File: src/rtl/vram_arb_pkg.sv
// Shared definitions for the VRAM arbiter: FSM encoding, grant kinds and
// default geometry constants.
package vram_arb_pkg;

    localparam int DEF_VRAM_AW    = 16;
    localparam int DEF_FIFO_DEPTH = 4;

    typedef enum logic [1:0] {
        IDLE    = 2'd0,
        CPU_RD  = 2'd1,
        DISP_RD = 2'd2
    } arb_state_t;

    typedef enum logic [1:0] {
        GNT_NONE   = 2'd0,
        GNT_CPU_WR = 2'd1,
        GNT_CPU_RD = 2'd2,
        GNT_DISP   = 2'd3
    } arb_grant_t;

endpackage

File: src/rtl/vram_arbiter_disp_fifo.sv
// Display prefetch FIFO: single-clock circular buffer with flush, occupancy
// count, empty and full. The head reads as zero while the FIFO is empty.
module disp_fifo
    import vram_arb_pkg::*;
#(
    parameter int DEPTH = DEF_FIFO_DEPTH,
    parameter int DW    = 32,
    parameter int CW    = $clog2(DEPTH) + 1
) (
    input  logic          clk,
    input  logic          clrn,
    input  logic          i_flush,
    input  logic          i_push,
    input  logic [DW-1:0] i_wdata,
    input  logic          i_pop,
    output logic [DW-1:0] o_rdata,
    output logic [CW-1:0] o_count,
    output logic          o_empty,
    output logic          o_full
);

    localparam int            PW      = $clog2(DEPTH);
    localparam logic [PW-1:0] PTR_ONE = PW'(1'b1);
    localparam logic [CW-1:0] CNT_ONE = CW'(1'b1);

    logic [DW-1:0] r_mem [DEPTH];
    logic [PW-1:0] r_wptr;
    logic [PW-1:0] r_rptr;
    logic [CW-1:0] r_count;
    logic          w_do_push;
    logic          w_do_pop;

    assign o_empty   = (r_count == {CW{1'b0}});
    assign o_full    = (r_count == CW'(DEPTH));
    assign o_count   = r_count;
    assign w_do_pop  = i_pop && !o_empty && !i_flush;
    assign w_do_push = i_push && !i_flush && (!o_full || w_do_pop);
    assign o_rdata   = o_empty ? {DW{1'b0}} : r_mem[r_rptr];

    // Storage array; contents are don't-care until written, head is masked when empty.
    always_ff @(posedge clk) begin
        if (w_do_push) begin
            r_mem[r_wptr] <= i_wdata;
        end
    end

    // Read/write pointers and occupancy count.
    always_ff @(posedge clk or negedge clrn) begin
        if (!clrn) begin
            r_wptr  <= {PW{1'b0}};
            r_rptr  <= {PW{1'b0}};
            r_count <= {CW{1'b0}};
        end else if (i_flush) begin
            r_wptr  <= {PW{1'b0}};
            r_rptr  <= {PW{1'b0}};
            r_count <= {CW{1'b0}};
        end else begin
            if (w_do_push) begin
                r_wptr <= r_wptr + PTR_ONE;
            end
            if (w_do_pop) begin
                r_rptr <= r_rptr + PTR_ONE;
            end
            case ({w_do_push, w_do_pop})
                2'b10:   r_count <= r_count + CNT_ONE;
                2'b01:   r_count <= r_count - CNT_ONE;
                default: r_count <= r_count;
            endcase
        end
    end

endmodule

File: src/rtl/vram_arbiter.sv
// Single-port VRAM arbiter between a stalling CPU port and a display line
// prefetcher feeding a small FIFO; at most one VRAM access is in flight.
module vram_arbiter
    import vram_arb_pkg::*;
#(
    parameter int VRAM_AW    = DEF_VRAM_AW,
    parameter int FIFO_DEPTH = DEF_FIFO_DEPTH
) (
    input  logic               clk,
    input  logic               clrn,
    input  logic [31:0]        cpu_addr,
    input  logic [31:0]        cpu_wdata,
    input  logic [3:0]         cpu_wr,
    input  logic               cpu_rd,
    output logic [31:0]        cpu_rdata,
    output logic               cpu_stall,
    input  logic               disp_start,
    input  logic [VRAM_AW-1:0] disp_base,
    input  logic [9:0]         disp_len,
    input  logic               disp_pop,
    output logic [31:0]        disp_data,
    output logic               disp_empty,
    output logic               disp_underflow,
    output logic [VRAM_AW-1:0] vram_addr,
    output logic [31:0]        vram_wdata,
    output logic [3:0]         vram_we,
    output logic               vram_re,
    input  logic [31:0]        vram_rdata
);

    localparam int                 CW        = $clog2(FIFO_DEPTH) + 1;
    localparam logic [VRAM_AW-1:0] FPTR_STEP = VRAM_AW'(1'b1);

    arb_state_t         r_state;
    arb_state_t         w_state_nxt;
    arb_grant_t         w_gnt;
    logic [VRAM_AW-1:0] r_fptr;
    logic [9:0]         r_remain;
    logic               r_inflight;
    logic               r_underflow;
    logic [VRAM_AW-1:0] r_addr_last;
    logic [31:0]        r_wdata_last;

    logic               w_cpu_wr_req;
    logic               w_cpu_req;
    logic [VRAM_AW-1:0] w_cpu_word;
    logic [CW-1:0]      w_fifo_count;
    logic [CW-1:0]      w_occupancy;
    logic               w_fifo_empty;
    logic               w_fifo_full;
    logic               w_fifo_push;
    logic               w_disp_elig;
    logic               w_disp_urgent;
    logic               w_unused;

    assign w_cpu_wr_req = |cpu_wr;
    assign w_cpu_req    = w_cpu_wr_req || cpu_rd;
    assign w_cpu_word   = cpu_addr[VRAM_AW+1:2];
    assign w_unused     = ^{cpu_addr[31:VRAM_AW+2], cpu_addr[1:0], w_fifo_full};

    // A fetch is only eligible once the line is loaded, so a restart cycle never fetches.
    assign w_occupancy   = w_fifo_count + {{(CW-1){1'b0}}, r_inflight};
    assign w_disp_elig   = (r_remain != 10'd0) && (w_occupancy < CW'(FIFO_DEPTH)) && !disp_start;
    assign w_disp_urgent = w_disp_elig && (w_fifo_count <= CW'(1'b1));

    // Grant selection in IDLE and next-state decode.
    always_comb begin
        w_gnt       = GNT_NONE;
        w_state_nxt = r_state;
        case (r_state)
            IDLE: begin
                if (!clrn) begin
                    w_gnt = GNT_NONE;
                end else if (w_disp_urgent) begin
                    w_gnt = GNT_DISP;
                end else if (w_cpu_req) begin
                    if (w_cpu_wr_req) begin
                        w_gnt = GNT_CPU_WR;
                    end else begin
                        w_gnt = GNT_CPU_RD;
                    end
                end else if (w_disp_elig) begin
                    w_gnt = GNT_DISP;
                end else begin
                    w_gnt = GNT_NONE;
                end
                case (w_gnt)
                    GNT_CPU_RD: w_state_nxt = CPU_RD;
                    GNT_DISP:   w_state_nxt = DISP_RD;
                    default:    w_state_nxt = IDLE;
                endcase
            end
            CPU_RD:  w_state_nxt = IDLE;
            DISP_RD: w_state_nxt = IDLE;
            default: w_state_nxt = IDLE;
        endcase
    end

    // VRAM port drive; address and write data hold their last values between grants.
    always_comb begin
        vram_we    = 4'b0000;
        vram_re    = 1'b0;
        vram_addr  = r_addr_last;
        vram_wdata = r_wdata_last;
        case (w_gnt)
            GNT_CPU_WR: begin
                vram_we    = cpu_wr;
                vram_addr  = w_cpu_word;
                vram_wdata = cpu_wdata;
            end
            GNT_CPU_RD: begin
                vram_re   = 1'b1;
                vram_addr = w_cpu_word;
            end
            GNT_DISP: begin
                vram_re   = 1'b1;
                vram_addr = r_fptr;
            end
            default: begin
                vram_re = 1'b0;
            end
        endcase
    end

    assign cpu_stall      = w_cpu_req && !((r_state == CPU_RD) || (w_gnt == GNT_CPU_WR));
    assign cpu_rdata      = (r_state == CPU_RD) ? vram_rdata : 32'h0000_0000;
    assign disp_underflow = r_underflow;
    assign w_fifo_push    = (r_state == DISP_RD) && !disp_start;

    // FSM state register.
    always_ff @(posedge clk or negedge clrn) begin
        if (!clrn) begin
            r_state <= IDLE;
        end else begin
            r_state <= w_state_nxt;
        end
    end

    // Last driven VRAM address/data, replayed on idle cycles.
    always_ff @(posedge clk or negedge clrn) begin
        if (!clrn) begin
            r_addr_last  <= {VRAM_AW{1'b0}};
            r_wdata_last <= 32'h0000_0000;
        end else begin
            r_addr_last  <= vram_addr;
            r_wdata_last <= vram_wdata;
        end
    end

    // Display line fetch pointer, remaining word count and in-flight flag.
    always_ff @(posedge clk or negedge clrn) begin
        if (!clrn) begin
            r_fptr     <= {VRAM_AW{1'b0}};
            r_remain   <= 10'd0;
            r_inflight <= 1'b0;
        end else begin
            if (disp_start) begin
                r_fptr   <= disp_base;
                r_remain <= disp_len;
            end else if (w_gnt == GNT_DISP) begin
                r_fptr   <= r_fptr + FPTR_STEP;
                r_remain <= r_remain - 10'd1;
            end
            if (w_gnt == GNT_DISP) begin
                r_inflight <= 1'b1;
            end else if (r_state == DISP_RD) begin
                r_inflight <= 1'b0;
            end
        end
    end

    // Sticky underflow flag; a new line clears it.
    always_ff @(posedge clk or negedge clrn) begin
        if (!clrn) begin
            r_underflow <= 1'b0;
        end else if (disp_start) begin
            r_underflow <= 1'b0;
        end else if (disp_pop && w_fifo_empty) begin
            r_underflow <= 1'b1;
        end
    end

    disp_fifo #(
        .DEPTH (FIFO_DEPTH),
        .DW    (32),
        .CW    (CW)
    ) u_disp_fifo (
        .clk     (clk),
        .clrn    (clrn),
        .i_flush (disp_start),
        .i_push  (w_fifo_push),
        .i_wdata (vram_rdata),
        .i_pop   (disp_pop),
        .o_rdata (disp_data),
        .o_count (w_fifo_count),
        .o_empty (w_fifo_empty),
        .o_full  (w_fifo_full)
    );

    assign disp_empty = w_fifo_empty;

endmodule

File: config.mk
export PLATFORM = sky130hd
export DESIGN_NAME = vram_arbiter
export DESIGN_NICKNAME = d
export VERILOG_FILES = /design/src/rtl/vram_arb_pkg.sv /design/src/rtl/vram_arbiter_disp_fifo.sv /design/src/rtl/vram_arbiter.sv
export SDC_FILE = /design/constraint.sdc
export NUM_CORES = 1
export LEC_CHECK = 0
export ABC_AREA = 1
export CAP_MARGIN = 20
export CELL_PAD_IN_SITES_DETAIL_PLACEMENT = 1
export CELL_PAD_IN_SITES_GLOBAL_PLACEMENT = 1
export CORE_MARGIN = 3
export CORE_UTILIZATION = 33
export CTS_CLUSTER_DIAMETER = 80
export CTS_CLUSTER_SIZE = 14
export DETAILED_ROUTE_END_ITERATION = 8
export GPL_TIMING_DRIVEN = 0
export PLACE_DENSITY = 0.83
export SYNTH_ARGS = -nofsm -noshare
export SYNTH_HDL_FRONTEND = slang
export SYNTH_SLANG_ARGS = --single-unit
File: constraint.sdc
create_clock -name clk -period 3.5 [get_ports clk]
set_input_delay 1.05 -clock clk [delete_from_list [all_inputs] [get_ports clk]]
set_output_delay 1.05 -clock clk [all_outputs]
set_load 0.05 [all_outputs]
Word-level counts from Yosys, hierarchy flattened
Memory sizes are Yosys's and may differ from the RTL's.
Cells that the tools add are included.
{ "totals": {"memories": 1, "elab_cells": 90, "in_bits": 131, "mem_bits_rw": 128, "ff_bits": 85} }
{ "mem_list": {"columns": ["memory", "depth", "word_bits", "rd", "rd_clocked_by_memory_dff", "wr", "line_no", "text"], "rows": [
  ["u_disp_fifo.r_mem", 4, 32, 1, 0, 1, "vram_arbiter_disp_fifo.sv:26", "logic [DW-1:0] r_mem [DEPTH];"]
]} }
{ "op_classes": {"n_mux": 31, "add_sub_neg": 7, "reduce_logical": 29, "magnitude_cmp": 2, "n_eq_ne": 10} }
{ "ops": {"columns": ["cell", "n"], "rows": [
  ["2-to-1 mux 32 bit", 3],
  ["2-to-1 mux 16 bit", 2],
  ["one-hot mux 16 bit (2 select lines)", 1],
  ["2-to-1 mux 2 bit", 12],
  ["2-to-1 mux 10 bit", 2],
  ["adder 16 x 1 -> 16 bit (second input constant)", 1],
  ["== test 2 bit (second input constant)", 6],
  ["logical AND 1 bit", 10],
  ["nonzero test 10 bit", 1],
  ["nonzero test 2 bit", 5],
  ["subtractor 10 x 1 -> 10 bit (second input constant)", 1],
  ["2-to-1 mux 1 bit", 7],
  ["== test 2 x 1 -> 1 bit (second input constant)", 3],
  ["one-hot mux 3 bit (2 select lines)", 1],
  ["adder 2 x 1 -> 2 bit (second input constant)", 2],
  ["logical NOT 1 bit", 4],
  ["2-to-1 mux 4 bit", 1],
  ["one-hot mux 2 bit (2 select lines)", 1],
  ["OR reduction 2 bit", 2],
  ["OR reduction 4 bit", 1],
  ["adder 3 x 1 -> 3 bit", 1],
  ["adder 3 x 1 -> 3 bit (second input constant)", 1],
  ["== test 3 bit (second input constant)", 1],
  ["less-or-equal comparator 3 x 1 -> 1 bit (second input constant)", 1],
  ["other kinds (7)", 9]
]} }

Depth between registers and ports, before layout
Gate-level depths: netlist (run 1).
{ "logic_depth": {"depth_word": 14, "ltp_mapped": 18, "depth_no_buf": 16} }

Hierarchy
A second synthesis (run 1) with hierarchy kept.
{ "hier_totals": {"cells_unflattened": 972, "area_unflattened_um2": 9466.6} }
{ "by_module_without_submodules": {"columns": ["mod", "seq_area_each_um2", "cells_per_inst", "area_per_inst_um2", "n_inst"], "rows": [
  ["disp_fifo", 4018.9, 448, 5436.5, 1],
  ["vram_arbiter", 1951.9, 524, 4030.1, 1]
]} }

Least setup slack after synthesis (run 1)
Ideal clock, no wire load.
{ "synth_path": {"path_type": "input-to-output", "start": "input disp_start", "end": "output vram_addr[10]", "slack_ns": -1.110, "t_required_ns": 2.450, "path_buffers": 2, "arrival_ns": 3.560, "path_stages": 11, "path_cell_list": "buf_2 > nor2_2 > nand3_1 > nand2_1 > nand2_1 > inv_1 > ha_1 > inv_1 > clkbuf_1 > a22oi_1 > o21ai_0"} }
{ "synth_between": {"elab_chain_cells": 11, "elab_cells_between_ends": 14, "cone_classes": "3 x eq/ne; 7 x mux; 4 x reduce/logical"} }
{ "synth_rtl": {"columns": ["item", "line_no", "text"], "rows": [
  ["from (decl)", "vram_arbiter.sv:17", "input logic disp_start,"],
  ["logical NOT 1 bit *", "vram_arbiter.sv:63", "assign w_disp_elig = (r_remain != 10'd0) && (w_occupancy < CW'(FIFO_DEPTH)) && !disp_start;"],
  ["logical AND 1 bit *", "vram_arbiter.sv:63", null],
  ["2-to-1 mux 2 bit", "vram_arbiter.sv:82", "end else if (w_disp_elig) begin"],
  ["2-to-1 mux 2 bit", "vram_arbiter.sv:76", "end else if (w_cpu_req) begin"],
  ["2-to-1 mux 2 bit *", "vram_arbiter.sv:74", "end else if (w_disp_urgent) begin"],
  ["2-to-1 mux 2 bit *", "vram_arbiter.sv:72", "if (!clrn) begin"],
  ["2-to-1 mux 2 bit * (2 in series)", "vram_arbiter.sv:70", "case (r_state)"],
  ["== test 2 x 1 -> 1 bit or == test 2 bit (tied branches)", "vram_arbiter.sv:105", "case (w_gnt)"],
  ["OR reduction 2 bit (no source line)", null, null],
  ["one-hot mux 16 bit (2 select lines) *", "vram_arbiter.sv:105", null],
  ["to (decl)", "vram_arbiter.sv:24", "output logic [VRAM_AW-1:0] vram_addr,"]
]} }
Every way passes the cells marked *; elsewhere a longest branch is shown, timed or not. The select of a mux whose other input is x is not followed.

Worst setup path in the final report (run 1)
{ "layout_path": {"start": "register r_remain[1]", "end": "output vram_addr[11]"} }
{ "layout_between": {"elab_chain_cells": 12, "elab_cells_between_ends": 15, "cone_classes": "3 x eq/ne; 7 x mux; 5 x reduce/logical"} }
{ "layout_rtl": {"columns": ["item", "line_no", "text"], "rows": [
  ["from (decl)", "vram_arbiter.sv:38", "logic [9:0] r_remain;"],
  ["from (signal assigned)", "vram_arbiter.sv:159", "r_remain <= disp_len;"],
  ["from (signal assigned)", "vram_arbiter.sv:162", "r_remain <= r_remain - 10'd1;"],
  ["nonzero test 10 bit *", "vram_arbiter.sv:63", null],
  ["logical AND 1 bit * (2 in series)", "vram_arbiter.sv:63", null],
  ["2-to-1 mux 2 bit", "vram_arbiter.sv:82", null],
  ["2-to-1 mux 2 bit", "vram_arbiter.sv:76", null],
  ["2-to-1 mux 2 bit *", "vram_arbiter.sv:74", null],
  ["2-to-1 mux 2 bit *", "vram_arbiter.sv:72", null],
  ["2-to-1 mux 2 bit * (2 in series)", "vram_arbiter.sv:70", null],
  ["== test 2 x 1 -> 1 bit or == test 2 bit (tied branches)", "vram_arbiter.sv:105", null],
  ["OR reduction 2 bit (no source line)", null, null],
  ["one-hot mux 16 bit (2 select lines) *", "vram_arbiter.sv:105", null]
]} }
Marked as above.

==> impl_metrics.py, run 1 <==
metrics = {
    "flow_run": {
        "cap_violations": 0,
    },
    "setup_path": {
        "criticalPathCategory": "flip-flop to output port",
        "r2r_start": "r_remain[1]",
        "crit_arrival_ns": 2.88,
        "startpoint_type": "flip-flop",
        "reg2reg_depth": 24,
        "rr_endpoint": "r_remain[1]",
        "cp_max_fo": 5,
        "end_kind": "output port",
        "required_ns": 2.45,
        "reg2reg_setup_slack_ns": 0.14,
    },
    "sta": {
        "grt_setup_unrepaired": "true",
        "report.final.hold_viol_count": 0,
        "fin_skew_ns": 0.0232,
        "setup_viol": 54,
        "worst_pin_slew_ns": 0.674,
        "timing.fmax_mhz": 255,
        "drv_slew": 0,
        "post-route-min-period_ns": 3.93,
        "setup_slack_ns": -0.429,
        "relSlewSlack_pct": 54.9,
        "period_share_pct": 112,
    },
    "yosys": {
        "ys_seq_elements": 213,
        "synth_area_per_cell_um2": 9.82,
        "syn_nets": 1124,
        "syn_area_um2": 9620,
        "ys_seq_area_share_pct": 62.1,
        "yosysWarnings": 0,
        "yosysTopAreaCell": "edfxtp_1",
        "synth.distinct_cells": 39,
        "ys.flop_type": "edfxtp_1",
        "synthArstFlopShare_pct": 39.9,
        "synth.area.top_cells": "edfxtp_1 40%, dfrtp_1 22%, nor2_1 7.4%",
        "syn-instance-count": 979,
        "synth-edff-count": 128,
        "synth_top_area_share_pct": 40.0,
    },
    "layout": {
        "diodes": 0,
        "fillers": 2983,
        "drive_gt1_share_pct": 34.0,
        "finalNetCount": 1483,
        "design_area_um2": 15500,
        "area_delta_synth_final_pct": 61.1,
    },
    "min_path": {
        "hold_path_class": "input pin to asynchronous set/reset pin",
    },
    "floorplan": {
        "design.core.area_um2": 28200,
        "top_level_ports": 251,
        "rows": 61,
        "start_util_pct": 34.0,
        "die_w_um": 177,
        "dieHeight_um": 177,
        "dieArea_um2": 31200,
    },
    "global_route": {
        "grt_overflow": 0,
        "grt_pass1_vias": 9857,
        "grt_usage_pct": 23.7,
        "grt_max_degree": 33,
        "antenna_found_initial": 0,
        "grt_pass1_wl_um": 57500,
    },
    "place": {
        "portBuffers": 234,
        "dp_slack_ns": -1.65,
        "finalWeightedCongestion": 0.817,
        "hpwlAfterDp_um": 22000,
        "post_dp_cell_area_um2": 13000,
    },
    "outcome": {
        "violations": "negative setup slack",
        "status": "finished with violations",
    },
    "clock_network": {
        "ctsRootBufferMaster": "clkbuf_16",
        "cts_buffer_depth": 3,
        "hold_buffers": 0,
        "cts_buffers": 19,
        "cts_max_level": 1,
        "clk_pin_slew_ns": 0.08,
        "clock_latency_ns": 0.52,
        "clock-sinks": 213,
        "cts_tree": "yes",
    },
    "drt": {
        "vias": 8994,
        "drc": 0,
        "dr.first_iter.drc_count": 581,
        "ant_nets": 0,
        "first_pass_iters": 5,
        "drt-vias-per-instance": 5.21,
        "wl_per_cell_um": 23.2,
        "wl_um": 40000,
    },
    "pwr": {
        "power_mw": 10.8,
        "leakagePower_nw": 6.65,
        "p_per_area_nw_per_um2": 698,
        "ir_drop_mv": 0.539,
    },
}
==> power by group <==
part           internal (mW)  switching (mW)
Combinational           2.04            3.60
Clock                   1.02           0.960
Sequential              2.95           0.243
==> layout make-up <==
cell class / count / area, um2 / share of cell area [%]
buffer: 47 / 443 / 2.86
clock buffer: 29 / 513 / 3.31
clock inverter: 3 / 22.5 / 0.145
inverter: 85 / 359 / 2.32
multi-input combinational: 631 / 4120 / 26.6
sequential: 213 / 5970 / 38.6
tap: 378 / 473 / 3.05
timing repair buffer: 340 / 3570 / 23.1
timing repair inverter: 1 / 16.3 / 0.105
==> per-stage QoR <==
step | setup TNS, ns | hold slack [ns] | util, % | cells
4_1_cts | -9.47 | 0.355 | 53.4 | 1699
5_1_grt | -18.03 | 0.345 | 54.9 | 1727
3_3_place_gp | -785.34 | 0.451 | 45.4 | 1591
6_report | -13.97 | 0.362 | 54.9 | 1727
2_1_floorplan | -0.0957 | 0.487 | - | 979
3_5_place_dp | -89.67 | 0.458 | 46.0 | 1596
==> cells in the final DEF, fill, tap and decap left out, types with 14 or more instances in the layout <==
cell	netlist	routed
nor2_1	189	181
edfxtp_1	128	128
clkdlybuf4s50_1	0	108
nand2_1	185	89
dfrtp_1	85	83
buf_4	6	82
nand2_4	1	72
inv_1	77	64
o21ai_0	62	46
a21oi_1	38	38
buf_8	0	36
clkbuf_2	0	35
buf_6	1	34
o21ai_1	33	33
dlygate4sd2_1	0	29
nand2_2	4	28
clkbuf_16	0	27
nand3_1	24	20
a22oi_2	0	15
o21ai_4	0	15
clkbuf_1	21	15
buf_2	18	14
==> layer usage <==
| metal | up-vias | GRT usage [%] | share of wire (%) |
|---|---|---|---|
| li1 | 3966 | - | - |
| met1 | 4499 | 28.1 | 37 |
| met2 | 418 | 43.7 | 52 |
| met3 | 111 | 4.35 | 7.1 |
| met4 | 0 | 7.00 | 3.3 |
| met5 | - | 0 | 0 |
==> registers in the layout (all words and copies together) (netlist names), 2 cells and up <==
name                 flops
r_addr_last             16
r_state                  2
r_remain                10
u_disp_fifo.r_rptr       2
u_disp_fifo.r_mem      128
u_disp_fifo.r_wptr       2
u_disp_fifo.o_count      3
r_fptr                  16
r_wdata_last            32
==> what timing repair did <==
item / in CTS / in global routing
cloned: 10 / 4
endpoints found under the setup margin: 119 / 87
gates resized for setup: 711 / 128
setup buffers: 62 / 32
pin swaps: 55 / 66
==> worst max path at each step <==
| stage | slack, ns | from | endpoint | depth (start not counted) |
|---|---|---|---|---|
| after floorplan | -0.02 | disp_start | vram_addr[8] | 11 |
| after global placement | -4.55 | clrn | vram_wdata[5] | 11 |
| after detailed placement | -1.65 | clrn | vram_wdata[4] | 12 |
| after CTS | -0.29 | r_remain[1] | vram_addr[8] | 15 |
| after global routing | -0.50 | r_remain[1] | vram_addr[11] | 15 |
| final | -0.43 | r_remain[1] | vram_addr[11] | 15 |
==> cells by family after synthesis <==
group | after synthesis | synth area share (%)
AOI/OAI and AO/OA | 174 | 10.3
and+or+nand+nor | 430 | 18.8
DFF | 213 | 62.1
adders and majority gates | 14 | 1.82
xor gates and xnor gates | 13 | 1.18
buffers and inverters | 135 | 5.82
==> cell usage after synthesis (2+ instances only) <==
master / number
o221ai_1: 3
dfrtp_1: 85
a22oi_1: 28
nor2_4: 4
xnor2_1: 8
nand4_1: 6
o21ai_0: 62
inv_2: 8
buf_1: 4
nor2_1: 189
edfxtp_1: 128
buf_4: 6
o21ai_1: 33
inv_1: 77
a21oi_1: 38
nor2_2: 4
nand3_2: 3
xor2_1: 5
clkbuf_1: 21
ha_1: 14
nand2_2: 4
nand3_1: 24
nor3_1: 4
nand2_1: 185
nand3_4: 2
nor2_8: 2
buf_2: 18
o211ai_1: 3
==> worst max-delay path: stages, from the launching register on <==
cell and delay [ns]:
dfrtp_1 0.42, inv_2 0.13, ha_4 0.18, nand2_4 0.05
nor2_4 0.14, nand3_4 0.11, nand3_2 0.08, nand2_2 0.08
nand2_4 0.09, inv_4 0.05, ha_4 0.30, inv_8 0.06
clkbuf_16 0.16, a22oi_2 0.24, o21ai_4 0.12, buf_6 0.16
No activity file was read; power rests on OpenSTA's default activity.
==> inputs of run 2 (changes only) <==
- CTS_CLUSTER_DIAMETER: 80 -> 60
- TNS_END_PERCENT: unset -> 10
==> run 2 against run 1 <==
The flow still finishes with violations (negative setup slack). Clock skew down 0.012 ns. Sequential power down 3%. Critical path depth up 1. Non-clock buffer count down 52. Maximum frequency up 1.3%. Sequential share of layout area up 1.9 points. Combinational power down 11%. Highest routed layer is now met5. Via count down 6.3%. Utilization down 2.5 points.
==> impl_metrics.py, run 2 (same netlist as run 1, synthesis figures left out) <==
metrics = {
    "min_path": {
        "hold_path_class": "input pin to asynchronous set/reset pin",
    },
    "drt": {
        "drc": 0,
        "drt-vias-per-instance": 5.01,
        "dr.first_iter.drc_count": 573,
        "wl_per_cell_um": 19.8,
        "ant_nets": 0,
        "vias": 8427,
        "wl_um": 33300,
        "first_pass_iters": 5,
    },
    "global_route": {
        "use_met2_pct": 36.8,
        "grt_pass1_vias": 9262,
        "use_met3_pct": 4.78,
        "grt_usage_pct": 21.2,
        "antenna_found_initial": 1,
        "grt_pass1_wl_um": 51900,
        "use_met1_pct": 26.5,
        "grt_overflow": 0,
        "grt.busiest_layer": "met2",
        "grt_max_degree": 34,
    },
    "floorplan": {
        "start_util_pct": 34.0,
        "rows": 61,
        "dieHeight_um": 177,
        "top_level_ports": 251,
        "design.core.area_um2": 28200,
        "die_w_um": 177,
        "dieArea_um2": 31200,
    },
    "flow_run": {
        "cap_violations": 0,
    },
    "sta": {
        "grt_setup_unrepaired": "true",
        "report.final.hold_viol_count": 0,
        "setup_tns_ns": -13.03,
        "post-route-min-period_ns": 3.88,
        "setup_viol": 55,
        "fin_skew_ns": 0.0115,
        "timing.fmax_mhz": 258,
        "period_share_pct": 111,
        "worst_pin_slew_ns": 0.589,
        "setup_slack_ns": -0.380,
        "relSlewSlack_pct": 60.8,
        "drv_slew": 0,
    },
    "setup_path": {
        "reg2reg_setup_slack_ns": 1.01,
        "crit_arrival_ns": 2.83,
        "criticalPathCategory": "flip-flop to output port",
        "startpoint_type": "flip-flop",
        "end_kind": "output port",
        "crit_slowest_cell": "dfrtp_1",
        "cp_max_fo": 5,
        "required_ns": 2.45,
        "path_cells": "inv_2, ha_4, nand2_4, nor2_4, nand3_4, nand3_4, nand2_4, nand2_4, inv_4, buf_12, ha_4, inv_8, buf_4, a22oi_2, o21ai_4, buf_6",
        "slowest_delay_ns": 0.40,
        "cpMostUsedCell": "nand2_4",
    },
    "clock_network": {
        "clock-sinks": 213,
        "cts_tree": "yes",
        "clk_pin_slew_ns": 0.06,
        "cts_max_level": 1,
        "clock_latency_ns": 0.52,
        "hold_buffers": 0,
        "cts_buffers": 23,
        "ctsRootBufferMaster": "clkbuf_16",
        "cts_buffer_depth": 3,
    },
    "layout": {
        "finalNetCount": 1434,
        "reg_top3": "u_disp_fifo.r_mem (128), r_wdata_last (32)",
        "fillers": 3027,
        "stdcell_count": 1682,
        "final_cell_mix": "181 x nor2_1, 128 x edfxtp_1, 126 x nand2_1",
        "diodes": 0,
        "regMostFlops": "u_disp_fifo.r_mem",
        "regArea_um2": 5970,
        "area_delta_synth_final_pct": 53.7,
        "drive_gt1_share_pct": 28.4,
        "largest_reg_flops": 128,
        "final_common_cell": "nor2_1",
        "multiInputGateArea_um2": 3700,
    },
    "pwr": {
        "p_per_area_nw_per_um2": 731,
        "ir_drop_mv": 0.538,
        "leakagePower_nw": 6.24,
    },
    "place": {
        "finalWeightedCongestion": 0.822,
        "placed_cells": 1596,
        "portBuffers": 234,
        "hpwlAfterDp_um": 21600,
        "dp_slack_ns": -1.76,
    },
    "outcome": {
        "status": "finished with violations",
        "violations": "negative setup slack",
    },
}
run 2: cell count changes in the layout (fill, tap and decap cells not counted), moves of 9 or more:
cell / previous run / this run
buf_8: 36 / 21
nand2_1: 89 / 126
nand2_4: 72 / 14
clkbuf_2: 35 / 24
nand2_2: 28 / 50
buf_4: 82 / 43
dlygate4sd2_1: 29 / 39
buf_6: 34 / 43
run 2: path summary, 6_finish.rpt:
check | from | endpoint | cells after the start
max in group asynchronous | clrn | u_disp_fifo.o_count[1] | 2
worst max register to register | r_remain[1] | r_remain[6] | 18
min in group clk | r_wdata_last[0] | r_wdata_last[0] | 2
worst min register to register | r_wdata_last[0] | r_wdata_last[0] | 2
worst min-delay path | clrn | r_addr_last[5] | 1
worst max-delay path | r_remain[1] | vram_addr[8] | 16
run 2: area by class of cell:
type	count	share of cell area (%)
repair buffers	287	20.6
plain buffers	48	2.80
multi-input cells	631	25.1
clock inverters	13	1.47
flip-flops and latches	213	40.4
well taps	378	3.20
clock buffers	27	4.06
inverters	85	2.40
run 2: layer usage:
layer | vias up | wire length [um]
li1 | 3872 | -
met1 | 4197 | 13300
met2 | 302 | 16700
met3 | 54 | 2470
met4 | 2 | 788
met5 | - | 13
run 2: metrics by stage:
step                utilization (%)  power [mW]  hold slack, ns  instance area, um2
finish                         52.3        10.8           0.336               14800
global route                   52.3        11.3           0.322               14800
CTS                            52.1        10.7           0.323               14700
detailed placement             45.8        7.65           0.455               12900
global placement               45.3        7.53           0.451               12800
floorplan                         -        6.06           0.487                9980
run 2: worst max-delay path, delay by kind of cell (launching register included):
family	cells	cell delay, ns
adders and majority gates	2	0.44
buffers and inverters	6	0.60
AOI/OAI and AO/OA	2	0.34
DFF	1	0.40
and+or+nand+nor	6	0.53
run 2: where the power goes:
part           switching, mW  leakage [nW]  internal (mW)
Sequential             0.163          2.21           2.95
Combinational           3.34          3.64           1.70
Clock                   1.04         0.397           1.61
Total                   4.54          6.24           6.26
run 2: what timing repair did:
action / CTS / global route
setup endpoints to repair: 119 / 104
resized for setup: 619 / 65
buffers inserted: 32 / 10
pin swaps: 27 / 18
cloned: 7 / 0
hold endpoints to repair: 0 / 0
==> inputs of run 3 (changes only) <==
- clock period: 3.5 -> 3.4 ns (I/O delays scaled with it)
==> run 3 against run 2 <==
The run still ends with negative setup slack left. Largest cell class unchanged. Sequential power grew 3%. Via count increased by 1.8%. Clock power rose by 9.8%. Setup slack worse by 0.063 ns. Register-to-register slack worse by 0.91 ns. Wire length up 6.6%. Hold slack lost 0.025 ns.
==> impl_metrics.py, run 3 (same netlist as run 1, synthesis figures left out) <==
metrics = {
    "place": {
        "hpwlAfterDp_um": 21800,
        "post_dp_cell_area_um2": 13000,
        "placed_cells": 1596,
        "dp_slack_ns": -1.83,
        "portBuffers": 234,
        "finalWeightedCongestion": 0.831,
    },
    "drt": {
        "drt-vias-per-instance": 5.04,
        "ant_nets": 0,
        "drc": 0,
        "vias": 8581,
        "wl_um": 35400,
        "dr.first_iter.drc_count": 539,
        "wl_per_cell_um": 20.8,
        "first_pass_iters": 5,
    },
    "sta": {
        "period_share_pct": 113,
        "fin_skew_ns": 0.0156,
        "setup_viol": 75,
        "relSlewSlack_pct": 56.4,
        "worst_pin_slew_ns": 0.652,
        "drv_slew": 0,
        "grt_setup_unrepaired": "true",
        "setup_tns_ns": -20.21,
        "post-route-min-period_ns": 3.84,
        "timing.fmax_mhz": 260,
        "report.final.hold_viol_count": 0,
        "setup_slack_ns": -0.443,
    },
    "setup_path": {
        "criticalPathCategory": "input pin to output port",
        "required_ns": 2.38,
        "crit_arrival_ns": 2.82,
        "startpoint_type": "input pin",
        "cp_max_fo": 5,
        "end_kind": "output port",
    },
    "pwr": {
        "ir_drop_mv": 0.636,
        "p_per_area_nw_per_um2": 757,
        "leakagePower_nw": 6.35,
        "power_mw": 11.4,
    },
    "floorplan": {
        "rows": 61,
        "die_w_um": 177,
        "start_util_pct": 34.0,
        "design.core.area_um2": 28200,
        "dieHeight_um": 177,
        "top_level_ports": 251,
        "dieArea_um2": 31200,
    },
    "flow_run": {
        "cap_violations": 0,
    },
    "layout": {
        "regMostFlops": "u_disp_fifo.r_mem",
        "finalNetCount": 1448,
        "area_delta_synth_final_pct": 57.2,
        "multiInputGateArea_um2": 3740,
        "final_cell_mix": "180 x nor2_1, 128 x nand2_1, 128 x edfxtp_1",
        "regArea_um2": 5970,
        "largest_reg_flops": 128,
        "final_common_cell": "nor2_1",
        "stdcell_count": 1703,
        "drive_gt1_share_pct": 29.2,
        "reg_top3": "u_disp_fifo.r_mem (128), r_wdata_last (32)",
        "design_area_um2": 15100,
        "fillers": 3028,
    },
    "outcome": {
        "violations": "negative setup slack",
        "status": "finished with violations",
    },
    "min_path": {
        "hold_path_class": "input pin to asynchronous set/reset pin",
    },
    "clock_network": {
        "clk_pin_slew_ns": 0.06,
        "clock_latency_ns": 0.53,
        "cts_buffer_depth": 3,
        "ctsRootBufferMaster": "clkbuf_16",
        "cts_tree": "yes",
        "clock-sinks": 213,
        "cts_buffers": 27,
        "cts_max_level": 1,
    },
    "global_route": {
        "antenna_found_initial": 2,
        "grt_overflow": 0,
        "grt_pass1_wl_um": 54300,
        "grt_pass1_vias": 9556,
        "grt_max_degree": 29,
        "grt_usage_pct": 22.4,
    },
}
==> run 3: stage by stage <==
stage,hold WS [ns],util [%]
2_1_floorplan,0.487,-
3_3_place_gp,0.450,45.5
3_5_place_dp,0.454,46.1
4_1_cts,0.294,53.2
5_1_grt,0.296,53.5
6_report,0.312,53.5
==> run 3: layout make-up <==
cell class | count | area share, %
sequential | 213 | 39.5
multi-input combinational | 631 | 24.7
timing repair buffer | 296 | 21.2
clock buffer | 28 | 4.49
tap | 378 | 3.13
buffer | 48 | 2.92
inverter | 85 | 2.34
clock inverter | 21 | 1.60
timing repair inverter | 1 | 0.0745
antenna | 2 | 0.0331
==> run 3: final timing paths <==
path                       slack, ns            start  depth (start not counted)                to
setup / recovery               -0.44        cpu_wr[1]                         13     vram_addr[15]
hold / removal                  0.31             clrn                          1    r_addr_last[7]
setup reg to reg                0.10      r_remain[0]                         25        r_state[1]
hold reg to reg                 0.49  r_wdata_last[6]                          2   r_wdata_last[6]
max in group asynchronous       2.55             clrn                          3  r_wdata_last[13]
min in group clk                0.49  r_wdata_last[6]                          2   r_wdata_last[6]
==> run 3: worst max-delay path: stages <==
cell and delay (ns):
clkdlybuf4s15_1 0.24, nor2_1 0.20, nand2_2 0.13, inv_2 0.08, nand2_2 0.08, nand2_4 0.09
inv_4 0.05, ha_4 0.29, inv_8 0.05, clkbuf_16 0.15, a22oi_2 0.20, o21ai_4 0.08
buf_6 0.15
==> run 3: routing by layer <==
| layer | track usage [%] | part of all wire, % | routed length [um] | vias to the layer above |
|---|---|---|---|---|
| met5 | 0 | 0 | 0 | - |
| met4 | 7.14 | 2.8 | 986 | 0 |
| met3 | 4.95 | 7.7 | 2740 | 67 |
| met1 | 26.4 | 38 | 13300 | 4243 |
| li1 | - | - | - | 3905 |
| met2 | 40.5 | 52 | 18400 | 366 |
==> run 3: power by group <==
| group | internal [mW] | switching (mW) |
|---|---|---|
| logic | 1.83 | 3.49 |
| clock network | 1.72 | 1.20 |
| registers | 3.03 | 0.171 |
==> run 3: repair_timing <==
action	CTS	global route
hold buffers	0	0
pin swaps	35	27
gates resized for setup	627	76
gates cloned	11	1
setup endpoints to repair	119	111
setup buffers	45	6
